$ cat src/rtl/jogador_automatico.sv
// Auto-player for the memory game: records each one-hot LED value the game presents,
// then replays the recorded sequence on botoes with fixed press/release timing.
module jogador_automatico #(
    parameter int PRESS_CYCLES = 3,
    parameter int GAP_CYCLES   = 2503,
    parameter int DEPTH        = 16
) (
    input  logic       clock,
    input  logic       reset,
    input  logic       habilitar,
    input  logic [3:0] leds,
    input  logic       vez_jogador,
    input  logic       ganhou,
    input  logic       perdeu,
    input  logic       errar_en,
    input  logic [3:0] errar_indice,
    output logic [3:0] botoes,
    output logic       ocupado,
    output logic       fim,
    output logic       overflow,
    output logic [3:0] db_estado,
    output logic [4:0] db_contagem
);

    localparam int         AW         = (DEPTH > 1) ? $clog2(DEPTH) : 1;
    localparam logic [4:0] CNT_MAX    = 5'(DEPTH);
    localparam logic [11:0] PRESS_LAST = 12'(PRESS_CYCLES - 1);
    localparam logic [11:0] GAP_LAST   = 12'(GAP_CYCLES - 1);

    typedef enum logic [3:0] {
        OCIOSO    = 4'd0,
        CAPTURA   = 4'd1,
        ESPERA    = 4'd2,
        PRESSIONA = 4'd3,
        SOLTA     = 4'd4,
        AGUARDA   = 4'd5,
        FIM       = 4'd6
    } estado_t;

    estado_t     estado_q, estado_d;
    logic [3:0]  leds_ant_q;
    logic        vez_ant_q;
    logic [4:0]  cnt_q, cnt_d;
    logic [4:0]  rd_q, rd_d;
    logic [11:0] tmr_q, tmr_d;
    logic [3:0]  botoes_q, botoes_d;
    logic        ocupado_q, ocupado_d;
    logic        fim_q, fim_d;
    logic        overflow_q, overflow_d;
    logic [3:0]  mem_q [DEPTH];

    logic        evento_cap;
    logic        cap_we;
    logic [3:0]  valor_press;

    function automatic logic um_quente(input logic [3:0] v);
        return (v != 4'd0) && ((v & (v - 4'd1)) == 4'd0);
    endfunction

    function automatic logic [3:0] rot_esq(input logic [3:0] v);
        return {v[2:0], v[3]};
    endfunction

    assign evento_cap = (estado_q == CAPTURA) && !vez_jogador &&
                        (leds_ant_q == 4'd0) && um_quente(leds);

    always_comb begin
        estado_d   = estado_q;
        cnt_d      = cnt_q;
        rd_d       = rd_q;
        tmr_d      = tmr_q;
        overflow_d = overflow_q;
        cap_we     = 1'b0;

        if (!habilitar) begin
            estado_d = OCIOSO;
            cnt_d    = 5'd0;
        end else if ((ganhou || perdeu) && estado_q != OCIOSO) begin
            estado_d = FIM;
        end else if (!vez_jogador &&
                     (estado_q == ESPERA || estado_q == PRESSIONA || estado_q == SOLTA)) begin
            estado_d = CAPTURA;
            cnt_d    = 5'd0;
        end else begin
            case (estado_q)
                OCIOSO: begin
                    cnt_d    = 5'd0;
                    estado_d = CAPTURA;
                end
                CAPTURA: begin
                    if (evento_cap) begin
                        if (cnt_q < CNT_MAX) begin
                            cap_we = 1'b1;
                            cnt_d  = cnt_q + 5'd1;
                        end else begin
                            overflow_d = 1'b1;
                        end
                    end
                    // Use the post-capture count so a same-cycle capture is replayed too.
                    if (vez_jogador && !vez_ant_q && cnt_d != 5'd0) begin
                        estado_d = ESPERA;
                        rd_d     = 5'd0;
                        tmr_d    = 12'd0;
                    end
                end
                ESPERA: begin
                    if (tmr_q == GAP_LAST) begin
                        estado_d = PRESSIONA;
                        tmr_d    = 12'd0;
                    end else begin
                        tmr_d = tmr_q + 12'd1;
                    end
                end
                PRESSIONA: begin
                    if (tmr_q == PRESS_LAST) begin
                        estado_d = SOLTA;
                        rd_d     = rd_q + 5'd1;
                        tmr_d    = 12'd0;
                    end else begin
                        tmr_d = tmr_q + 12'd1;
                    end
                end
                SOLTA: begin
                    if (tmr_q == GAP_LAST) begin
                        tmr_d    = 12'd0;
                        estado_d = (rd_q == cnt_q) ? AGUARDA : PRESSIONA;
                    end else begin
                        tmr_d = tmr_q + 12'd1;
                    end
                end
                AGUARDA: begin
                    if (!vez_jogador) begin
                        estado_d = CAPTURA;
                        cnt_d    = 5'd0;
                    end
                end
                FIM:     estado_d = FIM;
                default: estado_d = OCIOSO;
            endcase
        end
    end

    // Outputs are derived from the next state so they change on the same edge as the state.
    always_comb begin
        valor_press = mem_q[rd_d[AW-1:0]];
        if (errar_en && rd_d == {1'b0, errar_indice})
            valor_press = rot_esq(valor_press);
        botoes_d  = (estado_d == PRESSIONA) ? valor_press : 4'd0;
        ocupado_d = (estado_d == ESPERA) || (estado_d == PRESSIONA) || (estado_d == SOLTA);
        fim_d     = (estado_d == FIM);
    end

    always_ff @(posedge clock) begin
        if (reset) begin
            estado_q   <= OCIOSO;
            leds_ant_q <= 4'd0;
            vez_ant_q  <= 1'b0;
            cnt_q      <= 5'd0;
            rd_q       <= 5'd0;
            tmr_q      <= 12'd0;
            botoes_q   <= 4'd0;
            ocupado_q  <= 1'b0;
            fim_q      <= 1'b0;
            overflow_q <= 1'b0;
        end else begin
            estado_q   <= estado_d;
            leds_ant_q <= leds;
            vez_ant_q  <= vez_jogador;
            cnt_q      <= cnt_d;
            rd_q       <= rd_d;
            tmr_q      <= tmr_d;
            botoes_q   <= botoes_d;
            ocupado_q  <= ocupado_d;
            fim_q      <= fim_d;
            overflow_q <= overflow_d;
        end
    end

    always_ff @(posedge clock) begin
        if (cap_we)
            mem_q[cnt_q[AW-1:0]] <= leds;
    end

    assign botoes      = botoes_q;
    assign ocupado     = ocupado_q;
    assign fim         = fim_q;
    assign overflow    = overflow_q;
    assign db_estado   = 4'(estado_q);
    assign db_contagem = cnt_q;

endmodule

$ cat config.mk
export PLATFORM = sky130hd
export DESIGN_NAME = jogador_automatico
export DESIGN_NICKNAME = d
export VERILOG_FILES = /design/src/rtl/jogador_automatico.sv
export SDC_FILE = /design/constraint.sdc
export NUM_CORES = 1
export LEC_CHECK = 0
export CAP_MARGIN = 30
export CELL_PAD_IN_SITES_DETAIL_PLACEMENT = 1
export CELL_PAD_IN_SITES_GLOBAL_PLACEMENT = 2
export CORE_MARGIN = 10
export CORE_UTILIZATION = 39
export CTS_CLUSTER_SIZE = 16
export DETAILED_ROUTE_END_ITERATION = 12
export PLACE_DENSITY_LB_ADDON = 0.15
export SLEW_MARGIN = 10
export SYNTH_ARGS = -nofsm -noshare
export SYNTH_HDL_FRONTEND = slang
export SYNTH_SLANG_ARGS = --single-unit
$ cat constraint.sdc
create_clock -name clock -period 4.14 [get_ports clock]
set_clock_uncertainty 0.2 [all_clocks]
set_input_delay 0.621 -clock clock [delete_from_list [all_inputs] [get_ports clock]]
set_output_delay 0.621 -clock clock [all_outputs]
set_load 0.01 [all_outputs]
==> results of run 1 <==
[per-layer routing]
layer	up-vias	wire, µm	GRT usage [%]
met1	2600	9400	25.7
met3	29	776	3.76
li1	2482	-	-
met2	110	8740	30.2
met5	-	0	0
met4	0	327	5.91
[cell usage in the layout, fill, tap and decap left out, drive strengths merged, types with 10 or more instances in the layout]
cell	instances
edfxtp	64
nor2	63
nand2	43
dfxtp	38
nand4	37
buf	35
clkdlybuf4s50	30
o211ai	26
nor4	24
o21ai	18
nand3	17
o2111ai	15
inv	14
a41oi	13
nor2b	12
a21oi	12
nor3	11
mux2i	11
a31oi	10
a22oi	10
[logic make-up (layout without fill, tap and decap cells)]
family                   after synthesis  count (layout)  synth area share (%)
flip-flops                           102             102                  44.9
XOR/XNOR                              16              16                  2.47
adder cells (fa/ha/maj)                7               7                  1.46
buffers and inverters                 56              91                  3.91
AND/OR/NAND/NOR                      257             257                  24.4
AO/OA/AOI/OAI                        156             156                  19.6
other                                  1               1                0.0627
multiplexers                          18              18                  3.22
[critical path, stage by stage]
cell and delay (ns):
clkdlybuf4s50_1 0.40, nor2_1 0.31, nand4_1 0.30, or4_1 0.60, a22o_1 0.42, xnor2_2 0.21
nand4bb_1 0.23, nor3_1 0.43, nand3_1 0.13, o211ai_1 0.12
[registers in the layout (all words and copies together), names as in the netlist]
signal / flops
ocupado: 1
fim: 1
overflow: 1
vez_ant_q: 1
mem_q: 64
leds_ant_q: 4
rd_q: 5
botoes: 4
db_estado: 4
tmr_q: 12
db_contagem: 5
[path summary, 6_finish.rpt]
check,startpoint,end,slack (ns)
worst max-delay path,perdeu,botoes[1],0.45
worst min-delay path,overflow,overflow,0.28
worst max register to register,db_estado[0],botoes[1],0.47
worst min register to register,overflow,overflow,0.28
[through the flow]
step	utilization, %	area (µm²)	setup slack, ns
2_1_floorplan	-	5980	0.874
3_5_place_dp	43.6	6580	0.0456
3_3_place_gp	43.6	6580	0.218
6_report	45.5	6870	0.449
5_1_grt	45.5	6870	0.162
4_1_cts	45.5	6870	0.421
[area by class of cell]
cell class	instances	area, µm²	share of cell area (%)
Inverter	10	37.5	0.546
Clock inverter	7	66.3	0.965
Multi-Input combinational cell	455	3060	44.6
Sequential cell	102	2680	39.0
Timing Repair Buffer	65	563	8.19
Tap cell	188	235	3.42
Clock buffer	9	225	3.28
[where the power goes]
part | internal (mW) | switching, mW
Sequential | 1.08 | 0.00642
Combinational | 0.0453 | 0.0695
Clock | 0.423 | 0.413
==> reports/results.txt, run 1 <==
Status - complete, no violations
Fmax achieved - 271 MHz
Drt via density - 6.25
Critical path fanouts, max - 9
Setup CP Type - input port to flip-flop
Pins over their slew limit - 0
Die Y - 144 µm
Share of cells above drive strength 1 - 11.6%
Synth unique cells - 76
Area leader, netlist - edfxtp_1
Hold WC Path Type - flip-flop to flip-flop
Worst r2r path cells - 10
Setup-failing EPs final - 0
H-Tree Level Count - 3
# resized after CTS - 0
Detail Route Antenna Nets - 0
Number of global-route vias before repair - 5338
Power Density - 297 mW/mm²
Cells after Synth - 613
Seq/Total Area, Yosys - 44.9%
Most frequent cell after synthesis - edfxtp_1
Final hold slack - 0.283 ns
# clock sinks - 102
Full die area - 0.0207 mm²
Antenna violations before repair - 0
Post-route insts no fill - 836
Relative slew slack - 37.3%
Total gr overflow - 0
Final Hold Viols - 0
Warnings from Yosys - 0
Clock tree buffer depth - 2
#FFs+latches synth - 102
TritonCTS clock tree - done
Postcts setup bufs - 0
Placed cells - 820
CTS Buf Count - 9
Nets - 665
Chip width - 144 µm
Mapped Nets - 635
# IOs - 31
LEAKAGE - 2.10 nW
Pre-antenna DRT Iters - 5
DP HPWL - 14.3 mm
Ys flop type - edfxtp_1
Crit start category - input port
Drt total wl - 19.2 mm
Tot GR Track Use - 19.1%
Clk pin slew, worst setup/hold paths - 0.07 ns
Netlist Area Pre-Place - 0.00598 mm²
Unrepaired setup endpoints after global routing - false
Rows - 45
Synth cell count leaders - edfxtp_1 (64), nor2_1 (60), nand2_1 (40)
Clk root buf - clkbuf_16
Post-synth top area share - 32.1%
Element type at the critical path end - flip-flop
Period minus WS final - 3.69 ns
Port Buffer Count - 30
Initial Util - 39.6%
Crit path DAT - 3.77 ns
Syn_area_per_cell - 9.75 µm²
Power, Total - 2.04 mW
Wirelength per Cell - 23.0 µm
Core Region - 0.0151 mm²
Antenna Cells - 0
Number of max-cap violations - 0
Asr flop ratio synth - 0%
DR vias - 5221
First-pass GRT wire length - 30.8 mm
Area growth syn-to-layout - 14.9%
Worst hold path cell count - 2
Cts hold-fix bufs - 0
Routability cong. - 0.931
CP required - 4.22 ns
DRC - 0
Largest cells by area after synthesis - edfxtp_1 (32%), dfxtp_1 (13%), nand4_1 (3.8%)
Setup_tns - 0 ns
Post-synth EDFFs - 64
Tightest Pin Transition - 0.940 ns
First DRT Iteration DRCs - 356
Filler cell count - 1721
Peak supply drop - 0.253 mV
Largest net degree at the start of global routing - 44
Worst-skew pair later-pin latency - 0.36 ns
Final period utilization - 89.1%
Note: power is estimated with default switching activity, not from simulation.
==> run 2: changes to the inputs <==
--- a/config.mk
+++ b/config.mk
@@ -9,7 +9,7 @@
 export CELL_PAD_IN_SITES_DETAIL_PLACEMENT = 1
 export CELL_PAD_IN_SITES_GLOBAL_PLACEMENT = 2
 export CORE_MARGIN = 10
-export CORE_UTILIZATION = 39
+export CORE_UTILIZATION = 30
 export CTS_CLUSTER_SIZE = 16
 export DETAILED_ROUTE_END_ITERATION = 12
 export PLACE_DENSITY_LB_ADDON = 0.15
==> reports/results.txt, run 2 (synthesis results as in run 1) <==
Status - complete, no violations
# clock sinks - 102 (unchanged)
Rows - 51 (+13%)
Crit path DAT - 3.87 ns (+0.10 ns)
Wirelength per Cell - 22.2 µm (-3.7%)
Net Sw Power - 0.503 mW (+3.0%)
H-Tree Level Count - 3 (unchanged)
Element type at the critical path end - flip-flop
Core Region - 0.0195 mm² (+29%)
Register area - 0.00268 mm² (unchanged)
R2R setup slack - 0.36 ns (-0.11 ns)
Worst setup margin - 0.363 ns (-0.0866 ns)
Final core utilization - 35.9% (-9.7 points)
Antenna violations before repair - 0 (unchanged)
Number of global-route vias before repair - 5401 (+1.2%)
First-pass GRT wire length - 32.1 mm (+3.9%)
Clk pin slew, worst setup/hold paths - 0.08 ns (about the same)
Worst-skew pair later-pin latency - 0.35 ns (about the same)
Final period utilization - 91.2% (+2.1 points)
CTS Buf Count - 9 (unchanged)
LEAKAGE - 2.12 nW (+1.1%)
Sw Share - 24.4% (+0.45 points)
Largest register FFs - 64 (unchanged)
Detail Route Antenna Nets - 0 (unchanged)
Critical path fanouts, max - 27 (+18)
Comb pwr share - 5.7% (about the same)
First DRT Iteration DRCs - 308 (-13%)
Clk root buf - clkbuf_16
Pre-CTS setup slack - 0.0818 ns (+0.0362 ns)
Area growth syn-to-layout - 17.2%
Pre-antenna DRT Iters - 4 (-1)
Clock tree buffer depth - 2 (unchanged)
Final hold slack - 0.280 ns (-0.00279 ns)
Most frequent cells in the layout - edfxtp_1 (64), nor2_1 (60), nand2_1 (40)
Total gr overflow - 0 (unchanged)
Critical-path cell list - nor3b_2, o21a_1, buf_4, nor2_2, buf_4, a31oi_1, o2111ai_1, nor3b_2, nand4b_1, a2111oi_0, a311o_1
Initial Util - 30.6% (-9.0 points)
Port Buffer Count - 30 (unchanged)
Flop pwr share - 52.9% (-0.5 points)
Final Hold Viols - 0 (unchanged)
Setup-failing EPs final - 0 (unchanged)
Relative slew slack - 45.6% (+8.3 points)
Share of cells above drive strength 1 - 12.3% (+0.70 points)
Multi-input logic area - 0.00306 mm² (unchanged)
Number of max-cap violations - 0 (unchanged)
Setup CP Type - flip-flop to flip-flop
Unrepaired setup endpoints after global routing - false
Cts hold-fix bufs - 0 (unchanged)
Period minus WS final - 3.78 ns (+0.0866 ns)
Largest net degree at the start of global routing - 45 (+2.3%)
Cell internal pwr - 1.56 mW (+0.45%)
Postcts setup bufs - 0 (unchanged)
Fmax achieved - 265 MHz (-2.3%)
Crit start category - flip-flop
Drt via density - 5.68 (-9.1%)
Nets - 669 (+0.60%)
Drt total wl - 20.3 mm (+5.6%)
Tightest Pin Transition - 0.812 ns (-0.128 ns)
Tot GR Track Use - 15.6% (-3.6 points)
Hold WC Path Type - flip-flop to flip-flop
DP HPWL - 15.2 mm (+6.3%)
# IOs - 31 (unchanged)
CP required - 4.23 ns (about the same)
Peak supply drop - 0.164 mV (-35%)
Full die area - 0.0260 mm² (+26%)
Pins over their slew limit - 0 (unchanged)
# resized after CTS - 0 (unchanged)
Die Y - 161 µm (+12%)
Routability cong. - 0.932 (+0.11%)
Most common cell after layout, fill and taps aside - edfxtp_1
Setup_tns - 0 ns (unchanged)
Chip width - 161 µm (+12%)
Clk network pwr share - 41.3% (+0.3 points)
Power Density - 294 mW/mm² (-0.86%)
DR vias - 5206 (-0.29%)
DRC - 0 (unchanged)
Filler cell count - 2249 (+31%)
Antenna Cells - 0 (unchanged)
CP max-delay cell - dfxtp_1
Critical path's largest stage delay - 0.59 ns (about the same)
TritonCTS clock tree - done
[run 2: cell count changes in the layout (fill, tap and decap cells not counted), sizes merged]
cell and change:
buf +4
[run 2: power by group through the flow]
stage / Clock [mW] / Sequential, mW / Combinational [mW]
after floorplan: 0 / 1.11 / 0.0562
after global placement: 0 / 1.11 / 0.118
after detailed placement: 0 / 1.11 / 0.120
after CTS: 0.881 / 1.09 / 0.121
after global routing: 0.926 / 1.09 / 0.131
final: 0.852 / 1.09 / 0.118
[run 2: cell type report]
| cell class | count | area share (%) |
|---|---|---|
| clock buffer | 9 | 3.21 |
| sequential | 102 | 38.3 |
| tap | 265 | 4.73 |
| clock inverter | 7 | 1.04 |
| timing repair buffer | 69 | 8.47 |
| multi-input combinational | 455 | 43.7 |
| inverter | 10 | 0.536 |
[run 2: final timing paths]
path / startpoint / to / depth (start not counted)
setup / recovery: db_estado[2] / botoes[3] / 11
hold / removal: overflow / overflow / 2
setup reg to reg: db_estado[2] / botoes[3] / 11
hold reg to reg: overflow / overflow / 2
[run 2: critical path, delay by kind of cell, from the launching register on]
kind                   cells  cell delay, ns
buffers and inverters      2            0.55
and+or+nand+nor            4            0.94
DFF                        1            0.59
AOI/OAI and AO/OA          5            1.43
[run 2: per-layer routing]
metal	wire [µm]	part of all wire [%]	track usage (%)	vias up
li1	-	-	-	2480
met3	558	2.7	2.31	15
met2	9730	48	25.8	60
met4	223	1.1	3.35	0
met5	0	0	0	-
met1	9800	48	21.0	2651
[run 2: stage by stage]
step | power [mW] | cells | cell area (µm²)
floorplan | 1.17 | 613 | 5980
global placement | 1.23 | 901 | 6710
detailed placement | 1.23 | 901 | 6710
CTS | 2.09 | 917 | 7010
global route | 2.15 | 917 | 7010
finish | 2.06 | 917 | 7010
